`src/rtl/obi_axil_pkg.sv`:
```
// Shared types and constants for the OBI to AXI4-Lite bridge.
// txn_type_e tags each granted transaction so responses can be steered back in grant order.
// The AXI response encodings are collected here for both RTL and bench.
package obi_axil_pkg;

   typedef enum logic {
      READ  = 1'b0,
      WRITE = 1'b1
   } txn_type_e;

   localparam logic [1:0] OKAY   = 2'b00;
   localparam logic [1:0] EXOKAY = 2'b01;
   localparam logic [1:0] SLVERR = 2'b10;
   localparam logic [1:0] DECERR = 2'b11;

endpackage

```
`src/rtl/obi_axil_order_fifo.sv`:
```
// Order FIFO: records the type (READ/WRITE) of every granted transaction so the bridge can
// accept R and B beats strictly in grant order.
// Ports:
//   clk_i, rst_ni   clock, asynchronous active-low reset
//   push_i          enqueue push_type_i (one per OBI grant)
//   push_type_i     type of the granted transaction
//   pop_i           dequeue head (one per accepted R or B beat)
//   full_o, empty_o occupancy flags (registered count)
//   head_o          type of the oldest outstanding transaction
module obi_axil_order_fifo
   import obi_axil_pkg::*;
#(
   parameter int unsigned Depth = 2
) (
   input  logic      clk_i,
   input  logic      rst_ni,
   input  logic      push_i,
   input  txn_type_e push_type_i,
   input  logic      pop_i,
   output logic      full_o,
   output logic      empty_o,
   output txn_type_e head_o
);

   localparam int unsigned PtrW = (Depth > 1) ? $clog2(Depth) : 1;
   localparam int unsigned CntW = $clog2(Depth + 1);

   txn_type_e        mem_q [Depth];
   logic [PtrW-1:0]  wptr_q, wptr_d;
   logic [PtrW-1:0]  rptr_q, rptr_d;
   logic [CntW-1:0]  cnt_q, cnt_d;

   // Pointers wrap modulo Depth, which need not be a power of two.
   function automatic logic [PtrW-1:0] ptr_inc(input logic [PtrW-1:0] p);
      return (p == PtrW'(Depth - 1)) ? '0 : p + 1'b1;
   endfunction

   always_comb begin
      wptr_d = wptr_q;
      rptr_d = rptr_q;
      cnt_d  = cnt_q;
      if (push_i) wptr_d = ptr_inc(wptr_q);
      if (pop_i)  rptr_d = ptr_inc(rptr_q);
      unique case ({push_i, pop_i})
         2'b10:   cnt_d = cnt_q + 1'b1;
         2'b01:   cnt_d = cnt_q - 1'b1;
         default: cnt_d = cnt_q;
      endcase
   end

   always_ff @(posedge clk_i or negedge rst_ni) begin
      if (!rst_ni) begin
         wptr_q <= '0;
         rptr_q <= '0;
         cnt_q  <= '0;
         for (int i = 0; i < int'(Depth); i++) mem_q[i] <= READ;
      end else begin
         wptr_q <= wptr_d;
         rptr_q <= rptr_d;
         cnt_q  <= cnt_d;
         if (push_i) mem_q[wptr_q] <= push_type_i;
      end
   end

   assign full_o  = (cnt_q == CntW'(Depth));
   assign empty_o = (cnt_q == '0);
   assign head_o  = mem_q[rptr_q];

`ifndef SYNTHESIS
   // The bridge never raises a request while full and never accepts a beat while empty.
   assert property (@(posedge clk_i) disable iff (!rst_ni) !(push_i && full_o));
   assert property (@(posedge clk_i) disable iff (!rst_ni) !(pop_i && empty_o));
`endif

endmodule

```
`src/rtl/obi_axil_bridge.sv`:
```
// OBI (core side) to AXI4-Lite (manager side) bridge.
// Reads map to AR/R, writes to AW+W/B. The OBI grant is given when the address phase has fully
// completed on AXI; up to MAX_OUTST granted transactions may await their response, which are
// returned to OBI in grant order with no added latency.
// Ports:
//   clk_i, rst_ni                         clock, asynchronous active-low reset
//   obi_req_i/gnt_o/we_i/be_i/addr_i/wdata_i  OBI request channel
//   obi_rvalid_o/rdata_o/err_o             OBI response channel
//   m_axi_ar*, m_axi_r*                    AXI-lite read address / data channels
//   m_axi_aw*, m_axi_w*, m_axi_b*          AXI-lite write address / data / response channels
//   busy_o                                 any transaction outstanding or partially issued
module obi_axil_bridge
   import obi_axil_pkg::*;
#(
   parameter int unsigned ADDR_W    = 32,
   parameter int unsigned DATA_W    = 32,
   parameter int unsigned MAX_OUTST = 2
) (
   input  logic                clk_i,
   input  logic                rst_ni,
   // OBI
   input  logic                obi_req_i,
   output logic                obi_gnt_o,
   input  logic                obi_we_i,
   input  logic [DATA_W/8-1:0] obi_be_i,
   input  logic [ADDR_W-1:0]   obi_addr_i,
   input  logic [DATA_W-1:0]   obi_wdata_i,
   output logic                obi_rvalid_o,
   output logic [DATA_W-1:0]   obi_rdata_o,
   output logic                obi_err_o,
   // AXI-lite read
   output logic                m_axi_arvalid_o,
   input  logic                m_axi_arready_i,
   output logic [ADDR_W-1:0]   m_axi_araddr_o,
   input  logic                m_axi_rvalid_i,
   output logic                m_axi_rready_o,
   input  logic [DATA_W-1:0]   m_axi_rdata_i,
   input  logic [1:0]          m_axi_rresp_i,
   // AXI-lite write
   output logic                m_axi_awvalid_o,
   input  logic                m_axi_awready_i,
   output logic [ADDR_W-1:0]   m_axi_awaddr_o,
   output logic                m_axi_wvalid_o,
   input  logic                m_axi_wready_i,
   output logic [DATA_W-1:0]   m_axi_wdata_o,
   output logic [DATA_W/8-1:0] m_axi_wstrb_o,
   input  logic                m_axi_bvalid_i,
   output logic                m_axi_bready_o,
   input  logic [1:0]          m_axi_bresp_i,
   // Status
   output logic                busy_o
);

   logic      aw_done_q, aw_done_d;
   logic      w_done_q, w_done_d;
   logic      full, empty;
   txn_type_e head;
   logic      rd_req, wr_req;
   logic      aw_hs, w_hs;
   logic      rd_gnt, wr_gnt;
   logic      r_acc, b_acc;
   logic      push, pop;
   txn_type_e push_type;

   // Combinational outputs are additionally qualified by rst_ni so they drop the moment reset
   // asserts, even while the OBI request is still held.
   assign rd_req = rst_ni & obi_req_i & ~obi_we_i & ~full;
   assign wr_req = rst_ni & obi_req_i & obi_we_i & ~full;

   assign m_axi_arvalid_o = rd_req;
   assign m_axi_araddr_o  = obi_addr_i;
   assign m_axi_awvalid_o = wr_req & ~aw_done_q;
   assign m_axi_awaddr_o  = obi_addr_i;
   assign m_axi_wvalid_o  = wr_req & ~w_done_q;
   assign m_axi_wdata_o   = obi_wdata_i;
   assign m_axi_wstrb_o   = obi_be_i;

   assign aw_hs = m_axi_awvalid_o & m_axi_awready_i;
   assign w_hs  = m_axi_wvalid_o & m_axi_wready_i;

   assign rd_gnt = rd_req & m_axi_arready_i;
   // Write grant only once both AW and W have handshaken, now or earlier.
   assign wr_gnt = wr_req & (aw_done_q | aw_hs) & (w_done_q | w_hs);

   assign obi_gnt_o = rd_gnt | wr_gnt;
   assign push      = obi_gnt_o;
   assign push_type = wr_gnt ? WRITE : READ;

   always_comb begin
      aw_done_d = aw_done_q;
      w_done_d  = w_done_q;
      if (wr_gnt) begin
         aw_done_d = 1'b0;
         w_done_d  = 1'b0;
      end else begin
         if (aw_hs) aw_done_d = 1'b1;
         if (w_hs)  w_done_d  = 1'b1;
      end
   end

   always_ff @(posedge clk_i or negedge rst_ni) begin
      if (!rst_ni) begin
         aw_done_q <= 1'b0;
         w_done_q  <= 1'b0;
      end else begin
         aw_done_q <= aw_done_d;
         w_done_q  <= w_done_d;
      end
   end

   // Only the channel matching the oldest outstanding transaction is ready.
   assign m_axi_rready_o = rst_ni & ~empty & (head == READ);
   assign m_axi_bready_o = rst_ni & ~empty & (head == WRITE);

   assign r_acc = m_axi_rvalid_i & m_axi_rready_o;
   assign b_acc = m_axi_bvalid_i & m_axi_bready_o;
   assign pop   = r_acc | b_acc;

   assign obi_rvalid_o = pop;
   assign obi_rdata_o  = r_acc ? m_axi_rdata_i : '0;
   assign obi_err_o    = (r_acc & m_axi_rresp_i[1]) | (b_acc & m_axi_bresp_i[1]);

   assign busy_o = rst_ni & (~empty | aw_done_q | w_done_q);

   // EXOKAY vs OKAY and SLVERR vs DECERR are not distinguished on OBI.
   logic unused_resp_lsb;
   assign unused_resp_lsb = m_axi_rresp_i[0] ^ m_axi_bresp_i[0];

   obi_axil_order_fifo #(
      .Depth (MAX_OUTST)
   ) u_order_fifo (
      .clk_i       (clk_i),
      .rst_ni      (rst_ni),
      .push_i      (push),
      .push_type_i (push_type),
      .pop_i       (pop),
      .full_o      (full),
      .empty_o     (empty),
      .head_o      (head)
   );

endmodule

```
`config.mk`:
```
export PLATFORM = sky130hd
export DESIGN_NAME = obi_axil_bridge
export DESIGN_NICKNAME = d
export VERILOG_FILES = /design/src/rtl/obi_axil_pkg.sv /design/src/rtl/obi_axil_order_fifo.sv /design/src/rtl/obi_axil_bridge.sv
export SDC_FILE = /design/constraint.sdc
export NUM_CORES = 1
export LEC_CHECK = 0
export CAP_MARGIN = 5
export CORE_AREA = 5 5 96 98
export CTS_BUF_LIST = sky130_fd_sc_hd__clkbuf_4 sky130_fd_sc_hd__clkbuf_8
export CTS_CLUSTER_DIAMETER = 30
export DETAILED_ROUTE_END_ITERATION = 10
export DIE_AREA = 0 0 101 103
export HOLD_SLACK_MARGIN = 0.03
export PLACE_DENSITY = 0.81
export SKIP_LAST_GASP = 1
export SYNTH_ARGS = -nofsm -noshare
export SYNTH_HDL_FRONTEND = slang
export SYNTH_HIERARCHICAL = 1
export SYNTH_SLANG_ARGS = --single-unit
```
`constraint.sdc`:
```
create_clock -name clk_i -period 3.7 [get_ports clk_i]
set_input_delay 0.74 -clock clk_i [delete_from_list [all_inputs] [get_ports clk_i]]
set_output_delay 0.74 -clock clk_i [all_outputs]
set_load 0.01 [all_outputs]
```
==> metrics.txt <==
Top Family by Delay on Critical Path buffers and inverters; Area growth, synth to finish 18.1%; Diodes inserted 0; crit-path most repeated cell clkdlybuf4s50_1; DR vias 1003; reg2reg start u_order_fifo/cnt_q[0]; Detailed Place HPWL 3090 um; sequential fraction of the synthesis area 13.7%; synthesized area per cell 7.93 sq um; hold slack 0.483 ns; placed insts 275; Reg2Reg Depth 8; HP Class flop to flop; chip width 101 um; Lkg Pwr 0.673 nW; Clk pin slew, worst setup/hold paths 0.04 ns; Rel. slew slack 74.0%; yosys warns 6; global-route wire length before repair 4870 um; synth cell count leaders buf_4 (100), and2_1 (20), and2_2 (12), nor2_1 (12), dfrtp_1 (8); Root Buffer clkbuf_8; clk sinks 8; most frequent cell after synthesis buf_4; Largest stage delay, worst path 0.65 ns; Setup Viol. Count Final 0; CP endpoint kind output pin; Die H 103 um; Comb pwr share 56.5%; worst path cell trace clkdlybuf4s50_1 -> nand2b_2 -> nor3b_4 -> buf_4 -> and2_1 -> clkdlybuf4s50_1; Final WS setup 0.209 ns; DRT Pass-1 Iters 4; xor/xnor cell area share of the yosys netlist 3.00%; Yosys top cell area share 51.5%; Seq pwr share 26.8%; Bufs and invs on worst path 3; element type at the critical path start input pin; total die area 10400 sq um; Synth cell types 25; cell count after synthesis 184; Final Non-Filler Cells 278; MaxCap Viol Count 0; final hold vios 0; largest net degree at the start of global routing 33; remaining antenna violation count 0; CTS tree done; fin area 1720 sq um; clock insertion delay at the later pin of the skew report 0.22 ns; Crit path depth 6; slew at the pin closest to its max-slew limit 0.387 ns; CTS Buffer Depth 2; Setup Skew 0.00300 ns; Crit Path Class input pin to output pin; htree depth 1; Cell Area, Synth 1460 sq um; GR Overflow Total 0; worst setup path start rst_ni; Simple-Gate Fraction of Synth Area 24.3%; Synth Register Bits 8; reg2reg end u_order_fifo/cnt_q[1]; routability congestion estimate 0.699; reg-to-reg slack, setup 1.47 ns; setup TNS 0 ns; # rows 34; Ports 254; Async S/R FF share, synth 100%; clock share of power 16.7%; Critical-path top delay cell clkdlybuf4s50_1; Synth area leader buf_4; status finished clean; post-synthesis adder-cell area fraction 0.858%; post-layout util 20.6%; post-cts hold buffer count 0; main combinational cell family by area after synthesis buffers and inverters; VDD IR max 0.284 mV; syn_nets 298; P_sw 0.205 mW; Wirelength per Cell 13.0 um; Design Power 0.611 mW; PD cells 355 nW/um^2; post-CTS setup repair buffer count 0; nets 286; WP data required 2.96 ns; Internal 0.406 mW; RSZ-0062 raised after global routing false; Core Box Area 8380 sq um; top_reg_cell synth dfrtp_1; number of synthesized flops with an enable pin 0; DRC viols 0; final period utilization 94.4%; Slew Viols, Final 0; routed vias/inst 3.61; Max Fclk 0.286 GHz; ranking of synthesized cells by area buf_4 (51%), dfrtp_1 (14%), and2_1 (8.6%); Net Sw Frac 33.5%; CTS-repair resized insts 0; Final min period 3.49 ns; Compound-Gate Fraction of Synth Area 2.83%; multiplexer area fraction after synthesis 2.32%; Place WS 0.178 ns; 1st-iter DRT viols 13; Cell Area, Placed 1680 sq um; initial antenna violation count 0; crit-path max FO 32; layout cells sized above 1 16.5%; Tot GR Track Use 5.96%; port bufs 83; number of CTS-inserted buffers 3; Post-Route WL 3630 um; crit path DAT 2.75 ns; Worst Setup EP obi_rdata_o[9]; via count of the first global-routing pass 1020; Starting Density 17.4%
logic make-up after synthesis:
| group | Yosys count |
|---|---|
| adder cells (fa/ha/maj) | 1 |
| buffers and inverters | 105 |
| AO/OA/AOI/OAI | 6 |
| multiplexers | 3 |
| XOR/XNOR | 5 |
| AND/OR/NAND/NOR | 56 |
| flip-flops | 8 |
worst reg2reg max path, cell delays in order, from the launching register on:
cell and delay [ns]:
dfrtp_1 0.40, and2b_2 0.26, nand4b_1 0.20, nor3_1 0.39, a21o_1 0.20, inv_1 0.08, ha_1 0.33, nor2_1 0.15
xor2_1 0.15
cells in the final DEF, fill, tap and decap left out, types with 2 or more instances in the layout:
cell / count
nand2_1: 2
and2_2: 12
nor3_1: 2
dfrtp_1: 8
nor2_1: 12
clkbuf_8: 3
xnor2_1: 2
mux2_2: 3
inv_1: 2
clkdlybuf4s50_1: 83
a21oi_1: 3
xor2_1: 3
and2_1: 20
buf_4: 3
how the worst min path moves through the flow:
stage                             start             endpoint  depth (start not counted)  slack [ns]
finish              u_order_fifo/rptr_q  u_order_fifo/rptr_q                          1        0.48
global route        u_order_fifo/rptr_q  u_order_fifo/rptr_q                          1        0.51
CTS                 u_order_fifo/rptr_q  u_order_fifo/rptr_q                          1        0.48
detailed placement  u_order_fifo/rptr_q  u_order_fifo/rptr_q                          1        0.47
global placement    u_order_fifo/rptr_q  u_order_fifo/rptr_q                          1        0.47
floorplan                        rst_ni            aw_done_q                          0        0.44
registers in the layout, summed over array words and instances (netlist names):
name                 flops
aw_done_q                1
u_order_fifo/cnt_q       2
u_order_fifo/mem_q       2
u_order_fifo/rptr_q      1
u_order_fifo/wptr_q      1
w_done_q                 1
per-layer routing:
| layer | up-vias | wire (um) | GRT usage [%] |
|---|---|---|---|
| met1 | 452 | 1080 | 5.00 |
| li1 | 442 | - | - |
| met2 | 73 | 1820 | 10.3 |
| met4 | 0 | 267 | 5.42 |
| met5 | - | 0 | 0 |
| met3 | 36 | 462 | 2.91 |
final cells by class:
type / count / area [sq um]
flip-flops and latches: 8 / 200
well taps: 108 / 135
clock buffers: 3 / 41.3
inverters: 2 / 7.51
multi-input cells: 71 / 485
fillers: 933 / 6660
repair buffers: 86 / 853
power groups by stage:
stage	sequential, mW	clock (mW)	combinational, mW
floorplan	0.156	0	0.287
global placement	0.162	0	0.343
detailed placement	0.165	0	0.347
CTS	0.164	0.105	0.351
global route	0.172	0.112	0.377
finish	0.164	0.102	0.345
No activity file was read; power rests on OpenSTA's default activity.
